`src/rtl/dptr_seq.sv`:
```
// 8051 DPTR (DPH:DPL) sequencer: immediate load, increment, and MOVX access over a
// req/ack external-memory bus with a bounded wait, plus direct SFR writes to DPL/DPH.
//
// state | meaning
// IDLE  | cmd_ready_o high, waiting for a command
// RD    | xm_rd_o asserted, waiting for xm_ack_i or timeout
// WR    | xm_wr_o asserted, waiting for xm_ack_i or timeout
// FIN   | one-cycle done_o (err_o if the access timed out)
module dptr_seq #(
  parameter int unsigned TIMEOUT = 15
) (
  input  logic        clk_i,
  input  logic        rst_i,
  input  logic        cmd_valid_i,
  input  logic [1:0]  cmd_op_i,
  input  logic [15:0] cmd_data_i,
  input  logic [7:0]  wdata_i,
  output logic        cmd_ready_o,
  output logic        done_o,
  output logic        err_o,
  output logic [7:0]  rdata_o,
  input  logic        sfr_wr_i,
  input  logic [7:0]  sfr_addr_i,
  input  logic [7:0]  sfr_data_i,
  output logic [15:0] dptr_o,
  output logic [15:0] xm_addr_o,
  output logic [7:0]  xm_wdata_o,
  output logic        xm_rd_o,
  output logic        xm_wr_o,
  input  logic        xm_ack_i,
  input  logic [7:0]  xm_rdata_i
);

  localparam logic [1:0] OP_LOAD16  = 2'b00;
  localparam logic [1:0] OP_INC     = 2'b01;
  localparam logic [1:0] OP_MOVX_RD = 2'b10;
  localparam logic [1:0] OP_MOVX_WR = 2'b11;
  localparam logic [7:0] SFR_DPL    = 8'h82;
  localparam logic [7:0] SFR_DPH    = 8'h83;
  localparam logic [7:0] TO_CNT     = 8'(TIMEOUT);

  // One-hot so every output is a single flop bit and cannot glitch.
  typedef enum logic [3:0] {
    S_IDLE = 4'b0001,
    S_RD   = 4'b0010,
    S_WR   = 4'b0100,
    S_FIN  = 4'b1000
  } state_t;

  state_t      state_q, state_d;
  logic [15:0] dptr_q, dptr_d;
  logic [15:0] xm_addr_q, xm_addr_d;
  logic [7:0]  xm_wdata_q, xm_wdata_d;
  logic [7:0]  rdata_q, rdata_d;
  logic [7:0]  cnt_q, cnt_d;
  logic        err_q, err_d;

  always_ff @(posedge clk_i or posedge rst_i) begin
    if (rst_i) begin
      state_q    <= S_IDLE;
      dptr_q     <= 16'h0000;
      xm_addr_q  <= 16'h0000;
      xm_wdata_q <= 8'h00;
      rdata_q    <= 8'h00;
      cnt_q      <= 8'h00;
      err_q      <= 1'b0;
    end else begin
      state_q    <= state_d;
      dptr_q     <= dptr_d;
      xm_addr_q  <= xm_addr_d;
      xm_wdata_q <= xm_wdata_d;
      rdata_q    <= rdata_d;
      cnt_q      <= cnt_d;
      err_q      <= err_d;
    end
  end

  always_comb begin
    state_d    = state_q;
    dptr_d     = dptr_q;
    xm_addr_d  = xm_addr_q;
    xm_wdata_d = xm_wdata_q;
    rdata_d    = rdata_q;
    cnt_d      = cnt_q;
    err_d      = err_q;

    if (sfr_wr_i && (sfr_addr_i == SFR_DPL)) begin
      dptr_d[7:0] = sfr_data_i;
    end else if (sfr_wr_i && (sfr_addr_i == SFR_DPH)) begin
      dptr_d[15:8] = sfr_data_i;
    end

    case (state_q)
      S_IDLE: begin
        if (cmd_valid_i) begin
          err_d = 1'b0;
          cnt_d = 8'h00;
          // LOAD16/INC override a same-edge SFR write; MOVX latches the pre-write pointer.
          case (cmd_op_i)
            OP_LOAD16: begin
              dptr_d  = cmd_data_i;
              state_d = S_FIN;
            end
            OP_INC: begin
              dptr_d  = dptr_q + 16'd1;
              state_d = S_FIN;
            end
            OP_MOVX_RD: begin
              xm_addr_d  = dptr_q;
              xm_wdata_d = wdata_i;
              state_d    = S_RD;
            end
            OP_MOVX_WR: begin
              xm_addr_d  = dptr_q;
              xm_wdata_d = wdata_i;
              state_d    = S_WR;
            end
          endcase
        end
      end
      S_RD, S_WR: begin
        if (xm_ack_i) begin
          state_d = S_FIN;
          if (state_q == S_RD) begin
            rdata_d = xm_rdata_i;
          end
        end else begin
          cnt_d = cnt_q + 8'd1;
          if (cnt_d == TO_CNT) begin
            state_d = S_FIN;
            err_d   = 1'b1;
          end
        end
      end
      S_FIN: begin
        state_d = S_IDLE;
      end
      default: begin
        state_d = S_IDLE;
      end
    endcase
  end

  assign cmd_ready_o = state_q[0];
  assign xm_rd_o     = state_q[1];
  assign xm_wr_o     = state_q[2];
  assign done_o      = state_q[3];
  assign err_o       = state_q[3] & err_q;
  assign dptr_o      = dptr_q;
  assign xm_addr_o   = xm_addr_q;
  assign xm_wdata_o  = xm_wdata_q;
  assign rdata_o     = rdata_q;

endmodule

```
`config.mk`:
```
export PLATFORM = sky130hd
export DESIGN_NAME = dptr_seq
export DESIGN_NICKNAME = d
export VERILOG_FILES = /design/src/rtl/dptr_seq.sv
export SDC_FILE = /design/constraint.sdc
export NUM_CORES = 1
export LEC_CHECK = 0
export CELL_PAD_IN_SITES_DETAIL_PLACEMENT = 0
export CELL_PAD_IN_SITES_GLOBAL_PLACEMENT = 1
export CORE_ASPECT_RATIO = 1.75
export CORE_MARGIN = 4
export CORE_UTILIZATION = 31
export DETAILED_ROUTE_END_ITERATION = 12
export PLACE_DENSITY_LB_ADDON = 0.2
export SLEW_MARGIN = 25
export SYNTH_ARGS = -nofsm -noshare
export SYNTH_HDL_FRONTEND = slang
export SYNTH_SLANG_ARGS = --single-unit
```
`constraint.sdc`:
```
create_clock -name clk_i -period 1.7 [get_ports clk_i]
set_input_delay 0.255 -clock clk_i [delete_from_list [all_inputs] [get_ports clk_i]]
set_output_delay 0.255 -clock clk_i [all_outputs]
set_load 0.01 [all_outputs]
```
==> flow_metrics.py <==
metrics = {
    "run_status": {
        "status": "completed",
    },
    "placement": {
        "dp_slack_ns": -0.2552,
        "placed_area_um2": 4801,
        "port_buffers": 107,
        "finalWeightedCongestion": 0.8020,
        "place_hpwl_mm": 7.555,
    },
    "setup_path": {
        "cp.required_ns": 1.93,
        "worstPathArrival_ns": 1.92,
        "worstPathCellList": "buf_4 -> xnor2_1 -> or4_4 -> buf_6 -> o31ai_1",
        "startpoint_type": "register",
        "cpPeakStageDelay_ns": 0.47,
        "critPathTopFamily": "simple AND/OR/NAND/NOR gates",
        "cp_max_fo": 8,
        "cp.depth": 5,
        "setup.worst_path.class": "reg -> reg",
        "reg2reg_depth": 5,
        "slowest_stage": "or4_4",
        "critPathCaptureType": "register",
        "critical_path_buf_inv_count": 2,
    },
    "route": {
        "antenna_left": 0,
        "drc": 0,
        "wl_per_cell_um": 16.94,
        "first_iter_violations": 64,
        "wirelength_mm": 9.858,
        "vias": 2899,
        "drtPass1Iterations": 4,
        "viasPerCell": 4.981,
    },
    "yosys": {
        "netlist_instances": 290,
        "ys.flop_type": "dfrtp_1",
        "ys_ff_latch": 61,
        "avgSynthCellArea_um2": 10.98,
        "seq_area_frac_synth": 0.4798,
        "yosysWarnings": 0,
        "synth-edff-count": 0,
        "synthTopCellsByArea": "dfrtp_1 47%, mux2_2 8.8%, mux2i_1 4.4%",
        "ys_async_sr_fraction": 1.000,
        "synth_area_leader_cell": "dfrtp_1",
        "synth_fp_nets": 348,
        "synth_top_area_frac": 0.4715,
        "synth_area_um2": 3184,
        "synth.distinct_cells": 52,
    },
    "floorplan": {
        "ios": 108,
        "core_area_um2": 9970,
        "rows": 48,
        "die-width_um": 84.62,
        "die_h_um": 142.1,
        "start_util": 0.3194,
        "die-area_um2": 12020,
    },
    "sta": {
        "finClkSkew_ns": 0.007787,
        "setup_viol": 0,
        "period_needed_ns": 1.693,
        "hold_viol_final": 0,
        "setup_slack_ns": 0.006932,
        "rsz0062_at_grt": "yes",
        "max-slew-margin-rel": 0.7652,
        "max_freq_mhz": 590.6,
        "final_max_slew_viol_count": 0,
        "hold-worst-slack_ns": 0.2449,
        "period_share": 0.9959,
        "worst_slew_pin_slew_ns": 0.3514,
    },
    "final_layout": {
        "final_nets": 511,
        "antenna_cells": 0,
        "drive_gt1_frac": 0.2910,
        "final_util": 0.5319,
        "fin_area_um2": 5303,
        "syn_to_final_growth_pct": 66.52,
    },
    "clock_network": {
        "cts_tree": "yes",
        "clkTransAtPathRegs_ns": 0.06,
        "clk_latency_ns": 0.33,
        "clk_path_buf_depth": 2,
        "cts_hold_buf": 0,
        "clock_sinks": 61,
        "htreeDepth": 3,
        "numCtsBuffers": 9,
        "root_buffer": "clkbuf_16",
    },
    "global_routing": {
        "antenna_found_initial": 0,
        "grt_max_degree": 32,
        "grt_pass1_vias": 3114,
        "grt_pass1_wl_mm": 15.75,
        "track_usage": 0.1697,
        "gr-total-overflow": 0,
    },
    "run": {
        "cap_viol_max_count": 0,
    },
    "power": {
        "p_per_area_nw_per_um2": 1420,
        "p_leak_nw": 2.276,
        "ir_drop_mv": 0.7609,
    },
    "worst_hold_path": {
        "hold_path.class": "in -> async",
    },
}
## stage by stage
step / instances / total power, W / setup TNS (ns)
finish: 582 / 0.007532 / 0
global route: 582 / 0.007973 / -0.4814
CTS: 578 / 0.007540 / 0
detailed placement: 558 / 0.005657 / -6.139
global placement: 558 / 0.005592 / -5.208
floorplan: 290 / 0.003721 / 0
## repair_timing
| action | CTS | global route |
|---|---|---|
| gates resized for setup | 7 | 37 |
| setup endpoints to repair | 11 | 28 |
| pin swaps | 0 | 3 |
| buffers inserted | 5 | 4 |
## cells in the final DEF (no fill, tap or decap), drive strengths merged, types with 4 or more instances in the layout
| master | instances |
|---|---|
| mux2i | 14 |
| nor2 | 18 |
| nor4 | 4 |
| mux2 | 33 |
| nand3 | 6 |
| o22ai | 5 |
| xnor2 | 11 |
| inv | 4 |
| a21oi | 8 |
| clkdlybuf4s50 | 100 |
| dlymetal6s2s | 6 |
| clkbuf | 11 |
| buf | 58 |
| xor2 | 5 |
| dfrtp | 60 |
| o21ai | 29 |
| nand2 | 19 |
| nand4 | 7 |
| o21bai | 4 |
| nor3 | 9 |
## final cells by class
class	instances	area, um^2
fill	938	4667
clock inverter	4	48.80
multi-input combinational	211	1688
inverter	5	22.52
tap	125	156.4
clock buffer	11	242.7
sequential	61	1530
timing repair buffer	165	1614
## flip-flops by register name, summed over array words and instances (netlist names)
signal,count
xm_addr_o,16
state_q,4
cnt_q,8
rdata_o,8
dptr_o,16
err_q,1
xm_wdata_o,8
## report_power, final
part	total, W	internal (W)	switching [W]
combinational	0.00335	0.00195	0.00140
sequential	0.00238	0.00200	0.000379
clock	0.00180	0.00116	0.000643
## cells in the mapped netlist, drive strengths merged, types with 3 or more instances
master / count
nand4: 7
and2: 3
a21oi: 8
o21ai: 29
nor4: 4
o22ai: 5
ha: 3
xnor2: 11
nand2: 19
nand3: 6
nor3: 9
nor2: 18
or3: 3
clkbuf: 7
o21bai: 4
o211ai: 3
nand2b: 3
buf: 6
dfrtp: 60
inv: 5
mux2i: 14
xor2: 5
mux2: 33
## path summary, 6_finish.rpt
kind,startpoint,endpoint,slack (ns)
max,state_q[2]$_DFFE_PP0P_,cnt_q[3]$_DFFE_PP0P_,0.007
min,rst_i,rdata_o[7]$_DFFE_PP0P_,0.24
max reg2reg,state_q[2]$_DFFE_PP0P_,cnt_q[3]$_DFFE_PP0P_,0.007
min reg2reg,xm_addr_o[11]$_DFFE_PP0P_,xm_addr_o[11]$_DFFE_PP0P_,0.49
max in group asynchronous,rst_i,state_q[0]$_DFFE_PP1P_,0.96
min in group clk_i,xm_addr_o[11]$_DFFE_PP0P_,xm_addr_o[11]$_DFFE_PP0P_,0.49
## metal layers
layer / share of wire / track usage / vias up
li1: - / - / 1384
met1: 0.37 / 0.1722 / 1405
met2: 0.56 / 0.3176 / 93
met3: 0.050 / 0.04461 / 17
met4: 0.028 / 0.07923 / 0
met5: 0 / 0 / -
## cell families after synthesis
logic type                 synth area share
AOI/OAI and AO/OA                    0.1120
xor gates and xnor gates            0.04401
adders and majority gates           0.01179
buffers and inverters               0.02554
DFF                                  0.4798
muxes                                0.1607
and+or+nand+nor                      0.1662
Power figures use the tool's default switching activity.
==> RTL edit 1, RTL diff (same flow settings) <==
Make the reset (`rst_i`) synchronous in one clocked block.
--- a/src/rtl/dptr_seq.sv
+++ b/src/rtl/dptr_seq.sv
@@ -57,3 +57,3 @@
 
-  always_ff @(posedge clk_i or posedge rst_i) begin
+  always_ff @(posedge clk_i) begin
     if (rst_i) begin
Function: differs if rst_i is asserted again (counterexample within 4 cycles, from zero or initial values and one cycle with rst_i high); with rst_i held inactive, the same outputs for 10 cycles.
==> RTL edit 1 against the original RTL <==
Sequential cell count unchanged; maximum frequency increased by 1.5%; synthesized cell count is 30% higher; worst setup slack improved by 0.025 ns; non-clock buffer count fell by 4; design area decreased by 5.0%; first-iteration DRC count rose to 2.6 times the old value; routed wire length rose by 9.1%; area after synthesis fell by 2.8%; critical path depth stayed put.
Power is not compared: it rests on default switching activity, and its combinational part moved more than twofold at a synthesized area within 25%.
==> RTL edit 1: results (changes against the original RTL) <==
outcome:
  status: "finished, final reports clean"  # unchanged
cts:
  post_cts_resized: 8  # was 7
  cts_setup_buffers: 0  # was 5
synth:
  ys_top_cells_by_count: "61 x dfxtp_1, 61 x nand2_1, 32 x a21oi_1"  # was 60 x dfrtp_1, 25 x mux2_2, 25 x o21ai_0
  synth_ff_type: "dfxtp_1"  # was dfrtp_1
  synth-async-reset-ratio: 0  # was 1.00
  postSynthCellCount: 376  # was 290
  syn_nets: 434  # was 348
  yosysSeqAreaShare: 0.394  # was 0.480
placed_design:
  post-place-ws_ns: -0.319  # was -0.255 ns
  place_inst: 634  # was 558
  placed_area_sq_mm: 0.00467  # was 0.00480 sq mm
  dp_hpwl_mm: 8.20  # was 7.56 mm
worst_setup_path:
  slowest_stage: "or4_1"  # was or4_4
  crit_start: "dptr_o[2]"  # was state_q[2]
  critPathMaxFanout: 6  # was 8
  cp-endpoint: "dptr_o[9]"  # was cnt_q[3]
timing:
  tightestPinTransition_ns: 0.374  # was 0.351 ns
  post-route-period-util: 0.981  # was 0.996
routing:
  viasPerCell: 5.19  # was 4.98
  wl_per_cell_um: 16.5  # was 16.9 um
  dr_total_vias: 3376  # was 2899
global_routing:
  grt_max_degree: 54  # was 32
  groute.usage.overall: 0.181  # was 0.170
  grt_pass1_wl_mm: 16.7  # was 15.7 mm
  grt_pass1_vias: 3323  # was 3114
finish:
  post_route_cells_drive_above_1_share: 0.177  # was 0.291
  seq_share: 0.244  # was 0.289
  fill_cells: 958  # was 938
  multi_input_area_share: 0.361  # was 0.318
  clockNetworkAreaShare: 0.0584  # was 0.0550
  nonClkBufAreaFrac: 0.302  # was 0.304
  multi_input_cells: 283  # was 211
worst_hold_path:
  hold_class: "in2reg"  # was in2async
-- RTL edit 1: cell count changes after synthesis, moves of 5 or more --
cell      unedited run  this run
dfxtp_1              0        61
dfrtp_1             60         0
nand2_1             18        61
a21oi_1              8        32
mux2_2              25         2
nand3_1              6        24
o21ai_0             25        11
clkbuf_1             7        18
mux2i_1             14        25
mux2_1               8         0
a211oi_1             2         9
or3_1                3         8
-- RTL edit 1: routing by layer --
metal	global-route usage	vias up	wire, um
met1	0.193	1591	4190
met5	0	-	0
li1	-	1665	-
met2	0.330	105	5760
met3	0.0494	15	556
met4	0.0814	0	248
-- RTL edit 1: cells by family (layout without fill, tap and decap cells) --
group                    Yosys count  after routing  synth area share
XOR/XNOR                           9              9            0.0255
AO/OA/AOI/OAI                     83             83             0.171
AND/OR/NAND/NOR                  161            161             0.264
flip-flops                        61             61             0.394
buffers and inverters             32            181            0.0448
multiplexers                      27             27            0.0881
adder cells (fa/ha/maj)            3              3            0.0121
==> RTL edit 2, RTL diff (config.mk and constraints unchanged) <==
Made on the original files. The parameter `TIMEOUT` goes from 15 to 7.
--- a/src/rtl/dptr_seq.sv
+++ b/src/rtl/dptr_seq.sv
@@ -9,3 +9,3 @@
 module dptr_seq #(
-  parameter int unsigned TIMEOUT = 15
+  parameter int unsigned TIMEOUT = 7
 ) (
Check against the original RTL: not equivalent (a bounded check fails within 10 cycles, from zero or initial values and one cycle with rst_i high).
==> RTL edit 2 against the original RTL <==
Design area rose by 4.2%; power grew 9.8%; highest routed layer unchanged; maximum frequency up 0.77%; critical endpoint is now dptr_o[9]; sequential cell count is the same; worst setup slack improved by 0.013 ns; clock skew decreased by 0.0014 ns; area after synthesis up 3.9%; sequential share of layout area decreased by 1.1 points; routed wire length up 15%.
==> RTL edit 2: results (changes against the original RTL) <==
outcome:
  status: "finished, final reports clean"  # unchanged
placed_design:
  globalplace.congestion: 0.858  # was 0.802
  dp_hpwl_mm: 8.09  # was 7.56 mm
  post-place-ws_ns: -0.320  # was -0.255 ns
timing:
  clock_skew_ns: 0.00642  # was 0.00779 ns
  fin_crit_ns: 1.68  # was 1.69 ns
  slew_headroom: 0.666  # was 0.765
  fin_hold_ws_ns: 0.279  # was 0.245 ns
worst_setup_path:
  slowest_stage: "clkdlybuf4s50_1"  # was or4_4
  critPathMaxFanout: 3  # was 8
  r2r_slack_ns: 0.03  # was 0.007 ns
  slowest_delay_ns: 0.41  # was 0.47 ns
synth:
  postSynthCellCount: 300  # was 290
  syn_nets: 358  # was 348
  synthDistinctLibCells: 58  # was 52
  ys_top_cells_by_count: "60 x dfrtp_1, 36 x mux2_2, 17 x nand2_1"  # was 60 x dfrtp_1, 25 x mux2_2, 25 x o21ai_0
  yosysSeqAreaShare: 0.462  # was 0.480
  ys_top_cells_by_area: "dfrtp_1 45%, mux2_2 12%, mux2i_1 4.8%"  # was dfrtp_1 47%, mux2_2 8.8%, mux2i_1 4.4%
finish:
  fill_cells: 939  # was 938
  post_route_cells_drive_above_1_share: 0.327  # was 0.291
  final_nets: 533  # was 511
routing:
  dr_total_vias: 3099  # was 2899
  wirelength_mm: 11.3  # was 9.86 mm
  drtIter0Drc: 128  # was 64
pwr:
  power.density_mw_per_mm2: 1500  # was 1420 mW/mm^2
  pwr-share-comb: 0.483  # was 0.445
  pwr-share-clk: 0.224  # was 0.240
  p_sw_frac: 0.331  # was 0.322
global_routing:
  grt_max_degree: 28  # was 32
cts:
  post_cts_resized: 7  # unchanged
  cts_setup_buffers: 7  # was 5
[RTL edit 2: cell count changes after synthesis, sizes merged, moves of 4 or more]
cell	change
o21ai	-19
a211oi	+5
nor2	-4
inv	+4
nand3	+6
buf	+5
mux2	+4
[RTL edit 2: cell families after synthesis]
group           share of synthesized area
simple gates                        0.160
compound gates                      0.113
xor+xnor                           0.0318
flops                               0.462
fa+ha+maj                          0.0114
mux                                 0.182
buf+inv                            0.0397
[RTL edit 2: critical path: cells and delay by family]
family | cells | cell delay, ns
muxes | 2 | 0.62
and+or+nand+nor | 2 | 0.61
buffers and inverters | 1 | 0.41
[RTL edit 2: cell type report]
| type | instances | share of cell area |
|---|---|---|
| Clock buffer | 9 | 0.0408 |
| Multi-Input combinational cell | 212 | 0.314 |
| Clock inverter | 7 | 0.0136 |
| Tap cell | 127 | 0.0288 |
| Timing Repair Buffer | 182 | 0.319 |
| Inverter | 9 | 0.00679 |
| Sequential cell | 61 | 0.277 |
[RTL edit 2: path summary, 6_finish.rpt]
path,startpoint,to,cells past startpoint
min,rst_i,dptr_o[13],2
max in group asynchronous,rst_i,dptr_o[9],3
min in group clk_i,xm_wdata_o[7],xm_wdata_o[7],1
max reg2reg,state_q[0],dptr_o[4],5
min reg2reg,xm_wdata_o[7],xm_wdata_o[7],1
max,sfr_addr_i[5],dptr_o[9],5
[RTL edit 2: routing by layer]
layer | up-vias | share of wire | GRT usage
met5 | - | 0 | 0
met4 | 0 | 0.020 | 0.0651
met3 | 14 | 0.040 | 0.0353
met2 | 84 | 0.59 | 0.345
met1 | 1536 | 0.35 | 0.180
li1 | 1465 | - | -
[RTL edit 2: through the flow]
stage                     area, sq um   util
final                            5530  0.533
after global routing             5530  0.533
after CTS                        5320  0.513
after detailed placement         4950  0.478
after global placement           4950  0.478
after floorplan                  3320      -
